===== src/rtl/mips_ctl_pkg.sv =====
// mips_ctl_pkg: shared opcodes, instruction fields, FSM states and op classes for the MIPS control sequencer
package mips_ctl_pkg;
    localparam int OPC_MSB = 31;
    localparam int OPC_LSB = 26;
    localparam int RS_LSB  = 21;
    localparam int RT_LSB  = 16;
    localparam int RD_LSB  = 11;
    localparam int IMM_LSB = 0;
    localparam logic [5:0] OP_HALT = 6'd0;
    localparam logic [5:0] OP_ADD  = 6'd1;
    localparam logic [5:0] OP_SUB  = 6'd2;
    localparam logic [5:0] OP_OR   = 6'd3;
    localparam logic [5:0] OP_AND  = 6'd4;
    localparam logic [5:0] OP_LW   = 6'd5;
    localparam logic [5:0] OP_SW   = 6'd6;
    localparam logic [5:0] OP_ADDI = 6'd7;
    localparam logic [5:0] OP_BEQ  = 6'd8;
    typedef enum logic [3:0] {
        S_IDLE    = 4'd0,
        S_FETCH   = 4'd1,
        S_LOAD_IR = 4'd2,
        S_DECODE  = 4'd3,
        S_EXEC    = 4'd4,
        S_MEM     = 4'd5,
        S_WB      = 4'd6,
        S_HALT    = 4'd7,
        S_ERR     = 4'd8
    } state_t;
    typedef enum logic [2:0] {
        C_RTYPE, C_IMM, C_LOAD, C_STORE, C_BRANCH, C_HALT, C_ILLEGAL
    } op_class_t;
endpackage


===== src/rtl/mips_ctl_decode.sv =====
// mips_ctl_decode: maps an opcode to its execution class
module mips_ctl_decode
    import mips_ctl_pkg::*;
#(
    parameter int OPC_W = 6
) (
    input  logic [OPC_W-1:0] opcode,
    output op_class_t        cls
);
    always_comb begin
        case (opcode)
            OP_ADD, OP_SUB, OP_OR, OP_AND: cls = C_RTYPE;
            OP_ADDI:                       cls = C_IMM;
            OP_LW:                         cls = C_LOAD;
            OP_SW:                         cls = C_STORE;
            OP_BEQ:                        cls = C_BRANCH;
            OP_HALT:                       cls = C_HALT;
            default:                       cls = C_ILLEGAL;
        endcase
    end
endmodule


===== src/rtl/mips_ctrl_seq.sv =====
// mips_ctrl_seq: multi-cycle control sequencer issuing one-cycle datapath strobes
module mips_ctrl_seq
    import mips_ctl_pkg::*;
#(
    parameter int CNT_W = 16,
    parameter int OPC_W = 6
) (
    input  logic             clk,
    input  logic             rst_n,
    input  logic             start,
    input  logic             step_mode,
    input  logic [31:0]      inst,
    input  logic             beq_eq,
    output logic             ic_read,
    output logic             ir_ld,
    output logic             pc_incr,
    output logic             pc_ld,
    output logic             reg_read,
    output logic             reg_write,
    output logic             dc_read,
    output logic             dc_write,
    output logic             busy,
    output logic             halted,
    output logic             illegal,
    output logic [CNT_W-1:0] inst_count,
    output logic [3:0]       cur_state
);
    state_t    state, nxt;
    op_class_t dec_cls, cls;
    logic      retire;
    logic      unused_inst;

    assign unused_inst = ^inst[OPC_LSB-1:0];

    mips_ctl_decode #(.OPC_W(OPC_W)) u_dec (
        .opcode(inst[OPC_LSB +: OPC_W]),
        .cls   (dec_cls)
    );

    always_ff @(posedge clk) begin
        if (!rst_n) begin
            state      <= S_IDLE;
            cls        <= C_ILLEGAL;
            inst_count <= '0;
        end else begin
            state <= nxt;
            if (state == S_DECODE)
                cls <= dec_cls;
            if (retire && inst_count != '1)
                inst_count <= inst_count + CNT_W'(1);
        end
    end

    // Class is latched at the end of DECODE, so later states never look at the IR again
    always_comb begin
        nxt    = state;
        retire = 1'b0;
        case (state)
            S_IDLE:    nxt = start ? S_FETCH : S_IDLE;
            S_FETCH:   nxt = S_LOAD_IR;
            S_LOAD_IR: nxt = S_DECODE;
            S_DECODE:  nxt = dec_cls == C_HALT ? S_HALT : dec_cls == C_ILLEGAL ? S_ERR : S_EXEC;
            S_EXEC: begin
                retire = cls == C_BRANCH;
                nxt    = (cls == C_LOAD || cls == C_STORE) ? S_MEM : S_WB;
            end
            S_MEM: begin
                retire = cls == C_STORE;
                nxt    = S_WB;
            end
            S_WB:      retire = 1'b1;
            S_HALT:    nxt = S_HALT;
            default:   nxt = S_ERR;
        endcase
        if (retire)
            nxt = step_mode ? S_IDLE : S_FETCH;
    end

    always_comb begin
        ic_read   = state == S_FETCH;
        ir_ld     = state == S_LOAD_IR;
        pc_incr   = state == S_LOAD_IR;
        reg_read  = state == S_DECODE;
        pc_ld     = state == S_EXEC && cls == C_BRANCH && beq_eq;
        dc_read   = state == S_MEM && cls == C_LOAD;
        dc_write  = state == S_MEM && cls == C_STORE;
        reg_write = state == S_WB;
        busy      = !(state inside {S_IDLE, S_HALT, S_ERR});
        halted    = state == S_HALT;
        illegal   = state == S_ERR;
        cur_state = state;
    end
endmodule


===== config.mk =====
export PLATFORM = sky130hd
export DESIGN_NAME = mips_ctrl_seq
export DESIGN_NICKNAME = d
export VERILOG_FILES = /design/src/rtl/mips_ctl_pkg.sv /design/src/rtl/mips_ctl_decode.sv /design/src/rtl/mips_ctrl_seq.sv
export SDC_FILE = /design/constraint.sdc
export NUM_CORES = 1
export LEC_CHECK = 0
export BUFFER_PORTS_ARGS = -buffer_cell sky130_fd_sc_hd__buf_4
export CORE_AREA = 2 2 57 59
export DETAILED_ROUTE_END_ITERATION = 7
export DIE_AREA = 0 0 59 61
export HOLD_SLACK_MARGIN = 0.06
export PLACE_DENSITY = 0.89
export SLEW_MARGIN = 20
export SYNTH_ARGS = -nofsm -noshare
export SYNTH_HDL_FRONTEND = slang
export SYNTH_HIERARCHICAL = 1
export SYNTH_SLANG_ARGS = --single-unit
export TNS_END_PERCENT = 50

===== constraint.sdc =====
create_clock -name clk -period 3.8 [get_ports clk]
set_clock_uncertainty 0.05 [all_clocks]
set_input_delay 0.57 -clock clk [delete_from_list [all_inputs] [get_ports clk]]
set_output_delay 0.57 -clock clk [all_outputs]
set_load 0.02 [all_outputs]

==> Yosys cells after proc, flatten, opt, wreduce, memory -nomap -nowiden <==
Memory sizes are Yosys's and may differ from the RTL's.
Cells that the tools add are included.
{ "word_totals": {"rom_bits": 48, "input_bits": 37, "n_memories": 1, "output_inout_bits": 31, "register_bits": 23} }
{ "mem_list": {"columns": ["memory", "words", "word_bits", "read_ports", "rd_ports_with_merged_regs", "wr", "line_no", "source"], "rows": [
  ["(no name shown)", 16, 3, 1, 0, 0, "mips_ctl_decode.sv:11", "case (opcode)"]
]} }
{ "op_classes": {"muxes": 9, "n_eq_ne": 15, "n_reduce_logical": 10, "n_addsub": 1} }
{ "ops": {"columns": ["op", "count"], "rows": [
  ["$pmux 4 s8", 1],
  ["$add 16x1->16 const B", 1],
  ["$eq 4x3->1 const B", 4],
  ["$ne 16x16->1 const B", 1],
  ["$mux 4", 3],
  ["$eq 3x3->1 const B", 3],
  ["$eq 4x2->1 const B", 2],
  ["$eq 3x2->1 const B", 2],
  ["$logic_and 1x1->1", 5],
  ["$eq 4x1->1 const B", 1],
  ["$eq 4x4->1 const B", 1],
  ["$logic_not 4->1", 1],
  ["$mux 3", 1],
  ["$pmux 1 s3", 1],
  ["$reduce_bool 3->1", 1],
  ["$logic_not 2->1", 1],
  ["$mux 1", 2],
  ["$mux 2", 1],
  ["$ne 2x1->1 const B", 1],
  ["$logic_not 1->1", 1],
  ["$logic_or 1x1->1", 1]
]} }

==> Longest topological paths before layout <==
Gate-level depths: netlist of run 1.
{ "depth": {"depth_word": 7, "mapped_depth": 9, "mapped_depth_nobuf": 9} }

==> Cells and area by module <==
Netlist of run 1, hierarchy kept.
{ "modules_own_cells": {"columns": ["module", "n_inst", "cells_each", "area_each_um2"], "rows": [
  ["mips_ctrl_seq", 1, 159, 1312.5],
  ["mips_ctl_decode", 1, 10, 65.1]
]} }

==> Worst setup path after synthesis of run 1 <==
OpenSTA, ideal clock, no wires.
{ "synth_path": {"kind": "flip-flop to output port", "startpoint": "reg state[0] (netlist: cur_state[0])", "endpoint": "out pc_incr", "setup_slack_ns": 1.659, "path_stages_with_launch": 5, "required_ns": 3.180, "arrival_time_ns": 1.521, "n_path_buf": 2, "cell_sequence": "dfxtp_1 -> buf_6 -> nand2b_1 -> nor3_1 -> buf_4"} }
{ "synth_between": {"elab_chain_len": 1} }
{ "synth_lines": {"columns": ["item", "line_no", "source"], "rows": [
  ["start: declaration", "mips_ctrl_seq.sv:28", "state_t state, nxt;"],
  ["start signal: assignment", "mips_ctrl_seq.sv:46", "state <= nxt;"],
  ["$eq 4x2->1", null, null],
  ["end: declaration", "mips_ctrl_seq.sv:16", "output logic pc_incr,"]
]} }
Every way passes these cells.

==> Worst setup path after layout of run 1 <==
{ "layout_path": {"startpoint": "reg state[0] (netlist: cur_state[0])", "endpoint": "out reg_read"} }
{ "layout_between": {"elab_chain_len": 1} }
{ "layout_lines": {"columns": ["item", "line_no", "source"], "rows": [
  ["$eq 4x2->1", "mips_ctrl_seq.sv:83", "reg_read = state == S_DECODE;"],
  ["end: declaration", "mips_ctrl_seq.sv:18", "output logic reg_read,"]
]} }
Every way passes these cells.

==> results.sh, run 1 <==
export IMPL_max_stage_delay_ns=0.51
export IMPL_reg2reg_slack_ns=1.68
export IMPL_cp_slowest_cell="dfxtp_1"
export IMPL_synth_cell_types=49
export IMPL_first_global_vias=1141
export IMPL_num_rows=20
export IMPL_synth_area_mm2=0.00138
export IMPL_die_y_um=61
export IMPL_filler_cell_count=273
export IMPL_slew_limit_headroom=0.582
export IMPL_r2r_cells=6
export IMPL_ant_nets=0
export IMPL_timing_rr_start="inst_count[0]"
export IMPL_yosys_top_cells_area="dfxtp_1, nand2_1, mux2i_1"
export IMPL_drive_above_1_share=0.254
export IMPL_worstSetupEndpointType="output pin"
export IMPL_max_clock_path_buffers=2
export IMPL_grt_max_degree=15
export IMPL_seq_area_um2=460
export IMPL_antenna_found_initial=0
export IMPL_die_w_um=59
export IMPL_yosys_cell_count_top_type="dfxtp_1"
export IMPL_worstMarginPinSlew_ns=0.623
export IMPL_postSynthAreaPerCell_um2=8.15
export IMPL_worstSkewPairLatency_ns=0.32
export IMPL_netlist_instances=169
export IMPL_fmax_mhz=427
export IMPL_fin_nets=249
export IMPL_multi_input_area_um2=865
export IMPL_vias=1405
export IMPL_wirelength_mm=3.16
export IMPL_cts_tree="built"
export IMPL_worst_ir_drop_vdd_uv=162
export IMPL_finalPower_w=0.000465
export IMPL_synth_warning_count=6
export IMPL_crit_path_start="cur_state[0]"
export IMPL_start_util=0.467
export IMPL_n_antenna_cell=0
export IMPL_p_per_area_mw_per_mm2=270
export IMPL_crit_cells=3
export IMPL_portBuffers=41
export IMPL_ys_seq_area_frac=0.334
export IMPL_timing_final_crit_period_ns=2.34
export IMPL_syn_num_nets=208
export IMPL_coreArea_mm2=0.00295
export IMPL_slew_viol_final=0
export IMPL_area_growth_pct=25.2
export IMPL_yosys_area_top_type_share=0.334
export IMPL_leakage_nw=0.698
export IMPL_cts_sinks=23
export IMPL_synthTopCellsByCount="dfxtp_1, nand2_1, nor2_1"
export IMPL_fin_cells=242
export IMPL_synth_edff_count=0
export IMPL_path_delay_family="simple AND/OR/NAND/NOR gates"
export IMPL_yosysTopAreaCell="dfxtp_1"
export IMPL_cp_endpoint="reg_read"
export IMPL_post_place_cells=238
export IMPL_post_cts_setup_buffers=0
export IMPL_cap_violations=0
export IMPL_reg2reg_to="inst_count[3]"
export IMPL_rsz0062_at_grt="no"
export IMPL_numCtsBuffers=3
export IMPL_required_ns=3.18
export IMPL_cp_cell_sequence="nand2_1, nor3_1, buf_4"
export IMPL_drt_iter0_markers=68
export IMPL_grt_overflow_total=0
export IMPL_grt_use_total=0.187
export IMPL_ys_flop_type="dfxtp_1"
export IMPL_die_area_mm2=0.00360
export IMPL_path_class="reg2out"
export IMPL_hold_violations=0
export IMPL_fin_util=0.584
export IMPL_critPathArrivalTime_ns=1.72
export IMPL_clk_pin_slew_worst_paths_ns=0.13
export IMPL_final_setup_worst_slack_ns=1.46
export IMPL_vias_per_cell=5.81
export IMPL_cts_root_buf="clkbuf_4"
export IMPL_tns_ns=0
export IMPL_synth_async_reset_ratio=0
export IMPL_outcome="finished, final reports clean"
export IMPL_ctsResizeCount=0
export IMPL_start_kind="flop"
export IMPL_grt_pass1_wl_mm=5.19
export IMPL_hold_buffers=0
export IMPL_worstPathMaxFanout=10
export IMPL_htree_num_levels=1
export IMPL_hp_class="in2reg"
export IMPL_critPathBufInv=1
export IMPL_routedWlPerCell_um=13.1
export IMPL_first_pass_iters=4
export IMPL_dpl_hpwl_mm=2.39
export IMPL_drc=0
export IMPL_pre_cts_ws_ns=1.74
export IMPL_num_io_pins=68
export IMPL_routabilityCongestion=0.844
export IMPL_setup_viol=0
export IMPL_ys_ff_latch=23
export IMPL_finalCritPeriodShare=0.617
[cell usage in the layout (no fill, tap or decap), types with 6 or more instances in the layout]
cell type	synthesis	routed
buf_4	1	41
dfxtp_1	23	23
nand2_1	22	22
nor2_1	16	16
nor3_1	12	12
nand2b_1	8	8
nand3_1	7	7
a21oi_1	7	7
inv_1	6	6
mux2i_1	6	6
[how the worst min path moves through the flow]
stage	end	depth (start not counted)	from	slack (ns)
3_3_place_gp	inst_count[5]	2	inst_count[5]	0.43
6_report	cur_state[0]	2	step_mode	0.40
3_5_place_dp	inst_count[5]	2	inst_count[5]	0.44
4_1_cts	cur_state[0]	2	step_mode	0.39
5_1_grt	cur_state[0]	2	step_mode	0.38
2_1_floorplan	cls[2]	2	cls[2]	0.41
[power breakdown]
part	total, W	switching (W)	internal [W]
logic	0.0000924	0.0000512	0.0000412
clock network	0.000118	0.0000787	0.0000393
registers	0.000254	0.00000906	0.000245
total	0.000465	0.000139	0.000326
[stage by stage]
stage / area, um^2 / hold slack, ns
floorplan: 1380 / 0.411
global placement: 1700 / 0.434
detailed placement: 1700 / 0.442
CTS: 1720 / 0.392
global route: 1720 / 0.378
finish: 1720 / 0.400
[per-layer routing]
layer | part of all wire | wire [um] | vias up | global-route usage
met1 | 0.49 | 1540 | 658 | 0.271
li1 | - | - | 707 | -
met2 | 0.46 | 1450 | 36 | 0.284
met4 | 0.0073 | 23 | 0 | 0.0584
met3 | 0.048 | 153 | 4 | 0.0299
met5 | 0 | 0 | - | 0
[final cells by class]
class	instances	area share
multi-input combinational	135	0.501
sequential	23	0.267
timing repair buffer	41	0.179
inverter	6	0.0131
clock buffer	3	0.0131
clock inverter	1	0.00290
tap	33	0.0239
[flip-flops by register name, summed over array words and instances, names as in the netlist]
name and cells:
cls 3, inst_count 16, cur_state 4
[logic make-up (layout without fill, tap and decap cells)]
logic type / Yosys count / after routing / synth area share
xor gates and xnor gates: 3 / 3 / 0.0191
adders and majority gates: 2 / 2 / 0.0182
AOI/OAI and AO/OA: 34 / 34 / 0.185
and+or+nand+nor: 90 / 90 / 0.361
DFF: 23 / 23 / 0.334
muxes: 6 / 6 / 0.0436
buffers and inverters: 11 / 51 / 0.0381
(Power assumes the default switching activity.)
==> run 2, diff against run 1 <==
- CORE_AREA: 2 2 57 59 -> 2 2 61 63
- DIE_AREA: 0 0 59 61 -> 0 0 63 65
- PLACE_DENSITY: 0.89 -> 0.82
- clock period: 3.8 -> 2 ns (I/O delays scaled with it)
==> run 2 against run 1 <==
Via count rose by 4.8%; sequential share of layout area fell by 2.0 points; routed wire length rose by 7.4%; cell count rose by 12%; flip-flop and latch count did not move; setup slack got worse by 1.4 ns; core utilization fell by 5.0 points; critical path depth rose by 2; register-to-register slack got worse by 1.6 ns; combinational power rose by 110%; hold slack got worse by 0.28 ns; critical path type is now reg2reg; critical endpoint is now inst_count[6]; largest cell class unchanged.
==> results.sh, run 2 (synthesis gave the netlist of run 1 again) <==
export IMPL_vias=1472
export IMPL_regMostFlops="inst_count"
export IMPL_r2r_cells=5
export IMPL_rsz0062_at_grt="no"
export IMPL_drt_iter0_markers=70
export IMPL_required_ns=2.20
export IMPL_dpl_hpwl_mm=2.60
export IMPL_first_global_vias=1306
export IMPL_first_pass_iters=4
export IMPL_ant_nets=0
export IMPL_numCtsBuffers=3
export IMPL_slew_limit_headroom=0.731
export IMPL_critPathArrivalTime_ns=2.12
export IMPL_timing_hold_ws_ns=0.123
export IMPL_hp_class="in2reg"
export IMPL_cap_violations=0
export IMPL_layout_commonest_cell="buf_4"
export IMPL_max_clock_path_buffers=2
export IMPL_worstMarginPinSlew_ns=0.403
export IMPL_cts_sinks=23
export IMPL_leakage_nw=0.777
export IMPL_drive_above_1_share=0.323
export IMPL_cp_cell_sequence="or4b_4, o211ai_4, nand2_4, or4_1, a21oi_1"
export IMPL_finalCritPeriodShare=0.959
export IMPL_n_antenna_cell=0
export IMPL_cts_root_buf="clkbuf_4"
export IMPL_max_stage_delay_ns=0.55
export IMPL_holdPathStages=2
export IMPL_drc=0
export IMPL_worstSetupEndpointType="flop"
export IMPL_die_y_um=65
export IMPL_worstSkewPairLatency_ns=0.31
export IMPL_portBuffers=41
export IMPL_area_growth_pct=35.4
export IMPL_crit_cells=5
export IMPL_wirelength_mm=3.40
export IMPL_setup_viol=0
export IMPL_start_kind="flop"
export IMPL_largest_reg_flops=16
export IMPL_cp_slowest_cell="or4b_4"
export IMPL_most_common_layout_cells="buf_4, nand2_1, dfxtp_1, nor2_1, nor3_1"
export IMPL_critPathBufInv=0
export IMPL_seq_area_um2=462
export IMPL_coreArea_mm2=0.00350
export IMPL_hold_violations=0
export IMPL_vias_per_cell=5.43
export IMPL_hold_buffers=0
export IMPL_cts_tree="built"
export IMPL_grt_overflow_total=0
export IMPL_antenna_found_initial=0
export IMPL_outcome="finished, final reports clean"
export IMPL_slew_viol_final=0
export IMPL_worstPathMaxFanout=6
export IMPL_grt_pass1_wl_mm=5.86
export IMPL_num_rows=22
export IMPL_grt_use_total=0.178
export IMPL_routabilityCongestion=0.759
export IMPL_num_io_pins=68
export IMPL_worst_ir_drop_vdd_uv=315
export IMPL_path_delay_family="simple AND/OR/NAND/NOR gates"
export IMPL_fin_nets=263
export IMPL_die_w_um=63
export IMPL_filler_cell_count=332
export IMPL_timing_final_crit_period_ns=1.92
export IMPL_tns_ns=0
export IMPL_routedWlPerCell_um=12.5
export IMPL_die_area_mm2=0.00410
export IMPL_post_cts_setup_buffers=0
export IMPL_grt_max_degree=15
export IMPL_ctsResizeCount=0
export IMPL_clk_pin_slew_worst_paths_ns=0.13
export IMPL_p_per_area_mw_per_mm2=472
export IMPL_fin_util=0.534
export IMPL_fmax_mhz=521
export IMPL_start_util=0.394
export IMPL_finalPower_w=0.000880
export IMPL_multi_input_area_um2=881
export IMPL_path_class="reg2reg"
export IMPL_htree_num_levels=1
==> run 2: layout make-up <==
class | count | share of cell area
clock buffer | 3 | 0.0121
tap | 48 | 0.0322
inverter | 6 | 0.0121
multi-input combinational | 135 | 0.472
timing repair buffer | 55 | 0.221
clock inverter | 1 | 0.00268
sequential | 23 | 0.247
==> run 2: worst paths after layout <==
check | startpoint | end | slack (ns)
min | step_mode | cur_state[0] | 0.12
max | cur_state[0] | inst_count[6] | 0.08
min reg2reg | inst_count[5] | inst_count[5] | 0.45
max reg2reg | cur_state[0] | inst_count[6] | 0.08
==> run 2: per-stage QoR <==
step                      setup WS [ns]  cell area (um^2)  std cells
after floorplan                 0.00147              1380        169
after global placement           0.0999              1820        267
after detailed placement         0.0679              1820        267
after CTS                        0.0497              1850        271
after global routing           0.000817              1870        271
final                            0.0822              1870        271
==> run 2: power breakdown <==
part	switching (W)	internal, W
Sequential	0.0000116	0.000466
Combinational	0.000106	0.0000850
Clock	0.000137	0.0000747
Total	0.000254	0.000626
==> run 2: routing by layer <==
layer	GRT usage	share of wire
met1	0.231	0.44
met4	0.0528	0.0091
met3	0.0469	0.049
met5	0	0
met2	0.289	0.50
==> run 3, diff against run 2 <==
- CELL_PAD_IN_SITES_DETAIL_PLACEMENT: not set -> 1
- CELL_PAD_IN_SITES_GLOBAL_PLACEMENT: not set -> 2
- CORE_AREA: 2 2 61 63 -> 2 2 95 74
- DIE_AREA: 0 0 63 65 -> 0 0 97 76
==> run 3 against run 2 <==
Largest power group unchanged; routed wire length increased by 31%; largest cell class unchanged; highest routed layer unchanged; critical path depth unchanged; die area increased by 80%.
==> results.sh, run 3 (synthesis gave the netlist of run 1 again) <==
export IMPL_fmax_mhz=519
export IMPL_hold_buffers=0
export IMPL_cts_sinks=23
export IMPL_drc=0
export IMPL_pre_cts_ws_ns=0.0422
export IMPL_first_pass_iters=4
export IMPL_critPathBufInv=0
export IMPL_finalPower_w=0.000978
export IMPL_routabilityCongestion=0.784
export IMPL_filler_cell_count=790
export IMPL_routedWlPerCell_um=14.3
export IMPL_htree_num_levels=1
export IMPL_die_w_um=97
export IMPL_vias_per_cell=4.80
export IMPL_outcome="finished, final reports clean"
export IMPL_grt_use_total=0.125
export IMPL_worstMarginPinSlew_ns=0.469
export IMPL_fin_nets=266
export IMPL_num_io_pins=68
export IMPL_cp_cell_sequence="or4b_4, o211ai_4, nand4_4, or4_1, a21oi_1"
export IMPL_critPathArrivalTime_ns=2.07
export IMPL_num_rows=26
export IMPL_rsz0062_at_grt="yes"
export IMPL_path_delay_family="simple AND/OR/NAND/NOR gates"
export IMPL_max_clock_path_buffers=2
export IMPL_path_class="reg2reg"
export IMPL_portBuffers=41
export IMPL_grt_pass1_wl_mm=7.56
export IMPL_worstSetupEndpointType="flop"
export IMPL_slew_viol_final=0
export IMPL_finalCritPeriodShare=0.963
export IMPL_numCtsBuffers=3
export IMPL_drt_iter0_markers=72
export IMPL_antenna_found_initial=0
export IMPL_timing_hold_ws_ns=0.166
export IMPL_grt_max_degree=15
export IMPL_start_util=0.211
export IMPL_worst_ir_drop_vdd_uv=180
export IMPL_clk_pin_slew_worst_paths_ns=0.09
export IMPL_hp_class="in2reg"
export IMPL_grt_overflow_total=0
export IMPL_drive_above_1_share=0.323
export IMPL_wirelength_mm=4.43
export IMPL_leakage_nw=0.796
export IMPL_first_global_vias=1484
export IMPL_start_kind="flop"
export IMPL_ant_nets=0
export IMPL_cp_slowest_cell="or4b_4"
export IMPL_die_area_mm2=0.00737
export IMPL_coreArea_mm2=0.00654
export IMPL_cts_tree="built"
export IMPL_regMostFlops="inst_count"
export IMPL_slew_limit_headroom=0.683
export IMPL_final_setup_worst_slack_ns=0.0736
export IMPL_worstSkewPairLatency_ns=0.27
export IMPL_cap_violations=0
export IMPL_cts_root_buf="clkbuf_8"
export IMPL_hold_violations=0
export IMPL_die_y_um=76
export IMPL_max_stage_delay_ns=0.55
export IMPL_most_common_layout_cells="buf_4, nand2_1, dfxtp_1, nor2_1, nor3_1"
export IMPL_setup_viol=0
export IMPL_p_per_area_mw_per_mm2=501
export IMPL_required_ns=2.15
export IMPL_fin_util=0.299
export IMPL_timing_final_crit_period_ns=1.93
export IMPL_tns_ns=0
export IMPL_layout_commonest_cell="buf_4"
export IMPL_largest_reg_flops=16
export IMPL_vias=1487
export IMPL_n_antenna_cell=0
export IMPL_area_growth_pct=41.7
export IMPL_dpl_hpwl_mm=3.47
export IMPL_worstPathMaxFanout=8
==> run 3: what timing repair did <==
action,4_1_cts,5_1_grt
setup buffers,0,3
endpoints found under the hold margin,0,0
endpoints found under the setup margin,0,5
resized for setup,0,4
==> run 3: path summary, 6_finish.rpt <==
kind              cells past startpoint           from  slack [ns]             end
hold reg to reg                       2  inst_count[5]        0.45   inst_count[5]
setup / recovery                      5   cur_state[0]        0.07  inst_count[15]
hold / removal                        2      step_mode        0.17    cur_state[0]
setup reg to reg                      5   cur_state[0]        0.07  inst_count[15]
==> run 3: layout make-up <==
type | instances | area, um^2 | area share
multi-input cells | 135 | 881 | 0.451
flip-flops and latches | 23 | 463 | 0.237
repair buffers | 58 | 435 | 0.223
well taps | 84 | 105 | 0.0538
clock buffers | 4 | 45.0 | 0.0231
inverters | 6 | 22.5 | 0.0115
==> run 3: report_power, final <==
part	total (W)	switching [W]	internal [W]
clock	0.000294	0.000152	0.000142
combinational	0.000208	0.000116	0.0000918
sequential	0.000476	0.0000105	0.000466
total	0.000978	0.000278	0.000700
==> run 3: metrics by stage <==
stage | area [um^2] | std cells
final | 1950 | 310
after global routing | 1950 | 310
after CTS | 1910 | 307
after detailed placement | 1870 | 303
after global placement | 1870 | 303
after floorplan | 1380 | 169
==> run 3: layer usage <==
layer / vias to the layer above / share of wire / global-route usage
met3: 2 / 0.029 / 0.0211
met4: 0 / 0.0061 / 0.0254
met5: - / 0 / 0
li1: 734 / - / -
met1: 726 / 0.50 / 0.177
met2: 25 / 0.47 / 0.200
